[src/rtl/mem_stage_pkg.sv]
`default_nettype none
// ============================================================================
// mem_stage_pkg : shared types and sizing helpers for the MEM pipeline stage
// Revision      : 1.0
// ============================================================================
package mem_stage_pkg;

  localparam int DEF_REGI_SIZE  = 16;
  localparam int DEF_ELEM_SIZE  = 8;
  localparam int DEF_VECT_SIZE  = 8;
  localparam int DEF_MEMO_LINES = 64;
  localparam int SCALAR_BEATS   = DEF_REGI_SIZE / DEF_ELEM_SIZE;

  typedef enum logic [1:0] {
    ST_IDLE  = 2'd0,
    ST_ISSUE = 2'd1,
    ST_DRAIN = 2'd2
  } state_e;

  // Side-band fields carried alongside the data through MEM/WB
  typedef struct packed {
    logic       en_reg;
    logic       en_jump;
    logic       wr_int;
    logic       wr_v;
    logic [3:0] flags;
  } wb_meta_t;

  function automatic int calc_aw(input int lines);
    return (lines > 1) ? $clog2(lines) : 1;
  endfunction

  function automatic int calc_beats(input logic is_scalar, input int regi,
                                    input int elem, input int vect);
    return is_scalar ? (regi / elem) : vect;
  endfunction

endpackage
`default_nettype wire

[src/rtl/mem_access_stage.sv]
`default_nettype none
// ============================================================================
// mem_access_stage : serialises scalar/vector loads and stores into per-element
//                    beats on a single-port data memory; registered MEM/WB out
// Revision         : 1.0
// ============================================================================
module mem_access_stage
  import mem_stage_pkg::*;
#(
  parameter int REGI_SIZE  = DEF_REGI_SIZE,
  parameter int ELEM_SIZE  = DEF_ELEM_SIZE,
  parameter int VECT_SIZE  = DEF_VECT_SIZE,
  parameter int MEMO_LINES = DEF_MEMO_LINES
) (
  input  logic                           clk_i,
  input  logic                           rst_i,
  input  logic [REGI_SIZE-1:0]           ialu_res_i,
  input  logic [ELEM_SIZE*VECT_SIZE-1:0] valu_res_i,
  input  logic                           enableMem_i,
  input  logic                           enableReg_i,
  input  logic                           enableJump_i,
  input  logic                           flagMemRead_i,
  input  logic                           flagMemWrite_i,
  input  logic                           isOper2Int_i,
  input  logic                           writeResultInt_i,
  input  logic                           writeResultV_i,
  input  logic [3:0]                     alu_flags_i,
  output logic                           stall_o,
  output logic [calc_aw(MEMO_LINES)-1:0] mem_addr_o,
  output logic [ELEM_SIZE-1:0]           mem_wdata_o,
  output logic                           mem_we_o,
  input  logic [ELEM_SIZE-1:0]           mem_rdata_i,
  output logic                           wb_valid_o,
  output logic [REGI_SIZE-1:0]           ialu_res_o,
  output logic [ELEM_SIZE*VECT_SIZE-1:0] valu_res_o,
  output logic                           enableReg_o,
  output logic                           enableJump_o,
  output logic                           writeResultInt_o,
  output logic                           writeResultV_o,
  output logic [3:0]                     alu_flags_o
);

  localparam int AW   = calc_aw(MEMO_LINES);
  localparam int VW   = ELEM_SIZE * VECT_SIZE;
  localparam int MAXB = (VECT_SIZE > REGI_SIZE / ELEM_SIZE) ? VECT_SIZE : REGI_SIZE / ELEM_SIZE;
  localparam int CW   = $clog2(MAXB + 1);

  state_e            state_q, state_d;
  logic [AW-1:0]     base_q, base_d;
  logic [VW-1:0]     data_q, data_d;
  logic              is_load_q, is_load_d;
  logic              scal_q, scal_d;
  logic [CW-1:0]     beats_q, beats_d;
  logic [CW-1:0]     cnt_q, cnt_d;
  logic              rd_pend_q, rd_pend_d;
  logic [CW-1:0]     rd_idx_q, rd_idx_d;
  logic [VW-1:0]     ld_q, ld_d;
  wb_meta_t          lat_meta_q, lat_meta_d;

  logic              wb_valid_q, wb_valid_d;
  logic [REGI_SIZE-1:0] ialu_q, ialu_d;
  logic [VW-1:0]     valu_q, valu_d;
  wb_meta_t          meta_q, meta_d;

  logic start;
  logic start_scalar;
  logic last_beat;

  assign start        = (state_q == ST_IDLE) & enableMem_i & (flagMemRead_i | flagMemWrite_i);
  // A read request wins over a simultaneous write request
  assign start_scalar = flagMemRead_i ? writeResultInt_i : isOper2Int_i;
  assign last_beat    = (cnt_q == beats_q - CW'(1));

  always_ff @(posedge clk_i) begin
    if (rst_i) state_q <= ST_IDLE;
    else       state_q <= state_d;
  end

  always_comb begin
    state_d = state_q;
    case (state_q)
      ST_IDLE:  if (start) state_d = ST_ISSUE;
      ST_ISSUE: if (last_beat) state_d = is_load_q ? ST_DRAIN : ST_IDLE;
      ST_DRAIN: state_d = ST_IDLE;
      default:  state_d = ST_IDLE;
    endcase
  end

  always_comb begin
    mem_addr_o  = '0;
    mem_wdata_o = '0;
    mem_we_o    = 1'b0;
    stall_o     = (state_q != ST_IDLE) | start;
    if (state_q == ST_ISSUE) begin
      mem_addr_o  = base_q + AW'(cnt_q);
      mem_we_o    = ~is_load_q;
      mem_wdata_o = is_load_q ? '0 : data_q[int'(cnt_q)*ELEM_SIZE +: ELEM_SIZE];
    end
  end

  always_comb begin
    base_d     = base_q;
    data_d     = data_q;
    is_load_d  = is_load_q;
    scal_d     = scal_q;
    beats_d    = beats_q;
    cnt_d      = cnt_q;
    rd_pend_d  = 1'b0;
    rd_idx_d   = rd_idx_q;
    lat_meta_d = lat_meta_q;
    ld_d       = ld_q;
    wb_valid_d = 1'b0;
    ialu_d     = ialu_q;
    valu_d     = valu_q;
    meta_d     = meta_q;

    // Read data arrives one cycle after its beat was issued
    if (rd_pend_q) ld_d[int'(rd_idx_q)*ELEM_SIZE +: ELEM_SIZE] = mem_rdata_i;

    case (state_q)
      ST_IDLE: begin
        if (start) begin
          base_d     = ialu_res_i[AW-1:0];
          data_d     = valu_res_i;
          is_load_d  = flagMemRead_i;
          scal_d     = start_scalar;
          beats_d    = CW'(calc_beats(start_scalar, REGI_SIZE, ELEM_SIZE, VECT_SIZE));
          cnt_d      = '0;
          ld_d       = '0;
          lat_meta_d = '{en_reg: enableReg_i, en_jump: enableJump_i, wr_int: writeResultInt_i,
                         wr_v: writeResultV_i, flags: alu_flags_i};
        end else begin
          wb_valid_d = enableReg_i | enableMem_i;
          ialu_d     = ialu_res_i;
          valu_d     = valu_res_i;
          meta_d     = '{en_reg: enableReg_i, en_jump: enableJump_i, wr_int: writeResultInt_i,
                         wr_v: writeResultV_i, flags: alu_flags_i};
        end
      end
      ST_ISSUE: begin
        cnt_d     = cnt_q + CW'(1);
        rd_pend_d = is_load_q;
        rd_idx_d  = cnt_q;
        if (last_beat && !is_load_q) begin
          wb_valid_d    = 1'b1;
          meta_d        = lat_meta_q;
          meta_d.en_reg = 1'b0;
          ialu_d        = '0;
          valu_d        = data_q;
        end
      end
      ST_DRAIN: begin
        wb_valid_d = 1'b1;
        meta_d     = lat_meta_q;
        ialu_d     = scal_q ? ld_d[REGI_SIZE-1:0] : '0;
        valu_d     = scal_q ? '0 : ld_d;
      end
      default: ;
    endcase
  end

  always_ff @(posedge clk_i) begin
    if (rst_i) begin
      base_q     <= '0;
      data_q     <= '0;
      is_load_q  <= 1'b0;
      scal_q     <= 1'b0;
      beats_q    <= '0;
      cnt_q      <= '0;
      rd_pend_q  <= 1'b0;
      rd_idx_q   <= '0;
      ld_q       <= '0;
      lat_meta_q <= '0;
      wb_valid_q <= 1'b0;
      ialu_q     <= '0;
      valu_q     <= '0;
      meta_q     <= '0;
    end else begin
      base_q     <= base_d;
      data_q     <= data_d;
      is_load_q  <= is_load_d;
      scal_q     <= scal_d;
      beats_q    <= beats_d;
      cnt_q      <= cnt_d;
      rd_pend_q  <= rd_pend_d;
      rd_idx_q   <= rd_idx_d;
      ld_q       <= ld_d;
      lat_meta_q <= lat_meta_d;
      wb_valid_q <= wb_valid_d;
      ialu_q     <= ialu_d;
      valu_q     <= valu_d;
      meta_q     <= meta_d;
    end
  end

  assign wb_valid_o       = wb_valid_q;
  assign ialu_res_o       = ialu_q;
  assign valu_res_o       = valu_q;
  assign enableReg_o      = meta_q.en_reg;
  assign enableJump_o     = meta_q.en_jump;
  assign writeResultInt_o = meta_q.wr_int;
  assign writeResultV_o   = meta_q.wr_v;
  assign alu_flags_o      = meta_q.flags;

endmodule
`default_nettype wire

[config.mk]
export PLATFORM = sky130hd
export DESIGN_NAME = mem_access_stage
export DESIGN_NICKNAME = d
export VERILOG_FILES = /design/src/rtl/mem_stage_pkg.sv /design/src/rtl/mem_access_stage.sv
export SDC_FILE = /design/constraint.sdc
export NUM_CORES = 1
export LEC_CHECK = 0
export ABC_CLOCK_PERIOD_IN_PS = 8000
export BUFFER_PORTS_ARGS = -buffer_cell sky130_fd_sc_hd__buf_2
export CAP_MARGIN = 10
export CORE_ASPECT_RATIO = 0.6
export CORE_MARGIN = 2
export CORE_UTILIZATION = 40
export DETAILED_ROUTE_END_ITERATION = 8
export GPL_TIMING_DRIVEN = 1
export SETUP_SLACK_MARGIN = 0.02
export SLEW_MARGIN = 20
export SYNTH_ARGS = -nofsm -noshare
export SYNTH_HDL_FRONTEND = slang
export SYNTH_SLANG_ARGS = --single-unit
[constraint.sdc]
create_clock -name clk_i -period 8 [get_ports clk_i]
set_input_delay 2 -clock clk_i [delete_from_list [all_inputs] [get_ports clk_i]]
set_output_delay 2 -clock clk_i [all_outputs]
set_load 0.005 [all_outputs]
==> flow_metrics.py <==
metrics = {
    "status": {
        "status": "completed",
    },
    "sta": {
        "hold_violations": 0,
        "finalSetupTns_ns": 0,
        "drv_slew": 0,
        "layout_setup_ws_ns": 3.190,
        "finalSetupViolCount": 0,
        "fin_worst_skew_ns": 0.01670,
        "worst_pin_slew_ns": 1.071,
        "rsz0062_at_grt": "no",
        "max_freq_ghz": 0.2079,
        "finalCriticalPeriod_ns": 4.810,
        "relSlewSlack_pct": 28.58,
        "finalCritPeriodShare_pct": 60.12,
    },
    "placement": {
        "port_buffers": 206,
        "place_congestion": 0.8793,
        "placed_cells": 1865,
        "pre_cts_ws_ns": 2.937,
        "hpwlAfterDp_um": 27250,
        "place_area_um2": 12830,
    },
    "worst_setup_path": {
        "cp-end-kind": "primary output",
        "crit_path_max_incr_delay_ns": 0.21,
        "crit_top_cell": "buf_2",
        "reg2reg_depth": 8,
        "critPathKind": "in2out",
        "path_cells": "buf_2 > o211ai_1 > buf_4 > nand2_1 > buf_2",
        "start_kind": "input pin",
        "cp.required_ns": 6.00,
        "cp.depth": 5,
        "crit_path_top_delay_cell": "buf_4",
        "crit_fanout": 9,
        "crit_family": "buffers and inverters",
        "cp.arrival_ns": 2.81,
        "cp.buffers_inverters": 3,
    },
    "synth": {
        "yosysUniqueCellTypes": 64,
        "synth_enable_flop_cells": 0,
        "async_flop_share_pct": 0,
        "syn_nets": 1502,
        "syn_area_um2": 11610,
        "yosys_warnings": 0,
        "yosysSeqAreaShare_pct": 42.23,
        "syn_avg_cell_area_um2": 8.368,
        "ys_seq_elements": 245,
        "syn_inst": 1388,
        "synth_flop_cell": "dfxtp_1",
    },
    "min_path": {
        "hold_depth": 2,
        "hold_class": "reg2reg",
    },
    "die": {
        "die_w_um": 224.0,
        "ios": 207,
        "fp.dieH_um": 136.0,
        "core_area_um2": 28650,
        "dieArea_um2": 30460,
        "initial_utilization_pct": 40.54,
        "num_rows": 48,
    },
    "routing": {
        "wirelength_um": 39440,
        "drc_errors": 0,
        "drt-initial-drc-count": 1105,
        "vias": 11010,
        "drtAntennaViolNets": 0,
        "wire_per_inst_um": 20.67,
        "vias_per_cell": 5.772,
        "firstDrtPassIters": 5,
    },
    "cts": {
        "clock_path_buffers": 3,
        "tritoncts": "yes",
        "cts_setup_buffers": 0,
        "worstSkewPairLatency_ns": 0.53,
        "root_buffer": "clkbuf_16",
        "clk_pin_slew_worst_paths_ns": 0.07,
        "cts_sinks": 245,
        "ctsResizeCount": 0,
        "cts_hold_buffers": 0,
        "cts_made_buffers": 24,
        "htree_levels": 1,
    },
    "grt": {
        "grt_pass1_wl_um": 59660,
        "grt_overflow": 0,
        "antenna_found_initial": 1,
        "grt_pass1_vias": 9981,
        "grt_max_degree": 87,
        "grt_use_total_pct": 25.28,
    },
    "power_and_ir_drop": {
        "p_leak_nw": 5.456,
        "p_per_area_nw_per_um2": 226.1,
        "vdd_drop_max_uv": 108.2,
    },
    "final_layout": {
        "fin_area_um2": 13630,
        "fin_cells": 1908,
        "final_cell_mix": "nand2_1, dfxtp_1, buf_2",
        "nNetsFinal": 1630,
        "layout_commonest_cell": "nand2_1",
        "drive_gt1_share_pct": 21.54,
        "area_delta_synth_final_pct": 17.34,
        "final_core_util_pct": 47.58,
    },
    "flow_run": {
        "maxCapViolCount": 0,
    },
}
## per-stage QoR
stage | power (mW) | hold WS [ns]
finish | 3.082 | 0.4511
global route | 3.209 | 0.4689
CTS | 3.093 | 0.4514
detailed placement | 1.926 | 0.4418
global placement | 1.918 | 0.4396
floorplan | 1.701 | 0.4319
## routing by layer
layer / vias up / GRT usage (%) / share of wire, %
li1: 5184 / - / -
met1: 5351 / 39.23 / 50
met2: 439 / 36.28 / 41
met3: 39 / 4.776 / 7.7
met4: 0 / 4.185 / 1.3
met5: - / 0 / 0
## cells by family after synthesis
kind of cell	after synthesis	share of synthesized area [%]
AND/OR/NAND/NOR	599	22.83
XOR/XNOR	4	0.3017
flip-flops	245	42.23
adder cells (fa/ha/maj)	12	1.357
buffers and inverters	138	4.761
AO/OA/AOI/OAI	297	18.76
multiplexers	93	9.771
## layout make-up
cell class	count	area, um^2
fillers	2819	15020
inverters	13	48.80
clock inverters	7	87.58
diodes	1	2.502
multi-input cells	1005	6212
clock buffers	35	713.2
flip-flops and latches	245	4905
well taps	375	469.2
repair buffers	227	1191
## final timing paths
kind	startpoint	to	slack [ns]
worst min register to register	lat_meta_q[2]	lat_meta_q[2]	0.45
worst max register to register	state_q[1]	valu_res_o[60]	4.42
worst min-delay path	lat_meta_q[2]	lat_meta_q[2]	0.45
worst max-delay path	flagMemRead_i	stall_o	3.19
## registers in the layout (all words and copies together) (netlist names), 4 cells and up
| register | flops |
|---|---|
| data_q | 64 |
| ld_q | 64 |
| valu_res_o | 64 |
| ialu_res_o | 16 |
| lat_meta_q | 8 |
| base_q | 6 |
| alu_flags_o | 4 |
| cnt_q | 4 |
| rd_idx_q | 4 |
## worst register-to-register path, stage by stage, from the launching register on
cell and delay [ns]:
dfxtp_1 0.33, inv_1 0.16, ha_4 0.20, o211a_4 0.86
nor3_1 0.22, a31oi_4 0.85, buf_4 0.51, nor3_1 0.11
a32o_1 0.23
## cell usage after synthesis (4+ instances only)
master / number / area, um^2
nand2_1: 296 / 1111
dfxtp_1: 245 / 4905
nor2_1: 131 / 491.7
a21oi_1: 105 / 525.5
clkbuf_1: 101 / 379.1
mux2i_1: 74 / 740.7
nor3_1: 46 / 230.2
a32o_1: 36 / 360.4
o211ai_1: 30 / 225.2
nand3_1: 25 / 125.1
or2_2: 22 / 137.6
and2_1: 19 / 118.9
and3_1: 16 / 100.1
mux4_2: 16 / 360.4
a211oi_1: 15 / 112.6
o21ai_0: 14 / 70.07
o211a_1: 13 / 130.1
o2111ai_1: 12 / 105.1
ha_1: 11 / 137.6
inv_1: 11 / 41.29
a311o_1: 10 / 100.1
buf_1: 10 / 37.54
buf_2: 10 / 50.05
nand4_1: 10 / 62.56
a311oi_1: 9 / 78.83
nor2b_1: 8 / 50.05
o22ai_1: 8 / 50.05
o221a_2: 7 / 78.83
nand2b_1: 6 / 37.54
o31ai_1: 6 / 45.04
o41ai_1: 6 / 52.55
a21o_1: 5 / 37.54
nor4b_1: 5 / 43.79
o221ai_1: 4 / 35.03
## power breakdown
| group | leakage, nW | total, mW | switching, mW | internal [mW] |
|---|---|---|---|---|
| logic | 3.06 | 0.520 | 0.315 | 0.205 |
| registers | 2.01 | 1.38 | 0.0699 | 1.31 |
| clock network | 0.394 | 1.18 | 0.497 | 0.682 |
No activity file was read; power rests on OpenSTA's default activity.
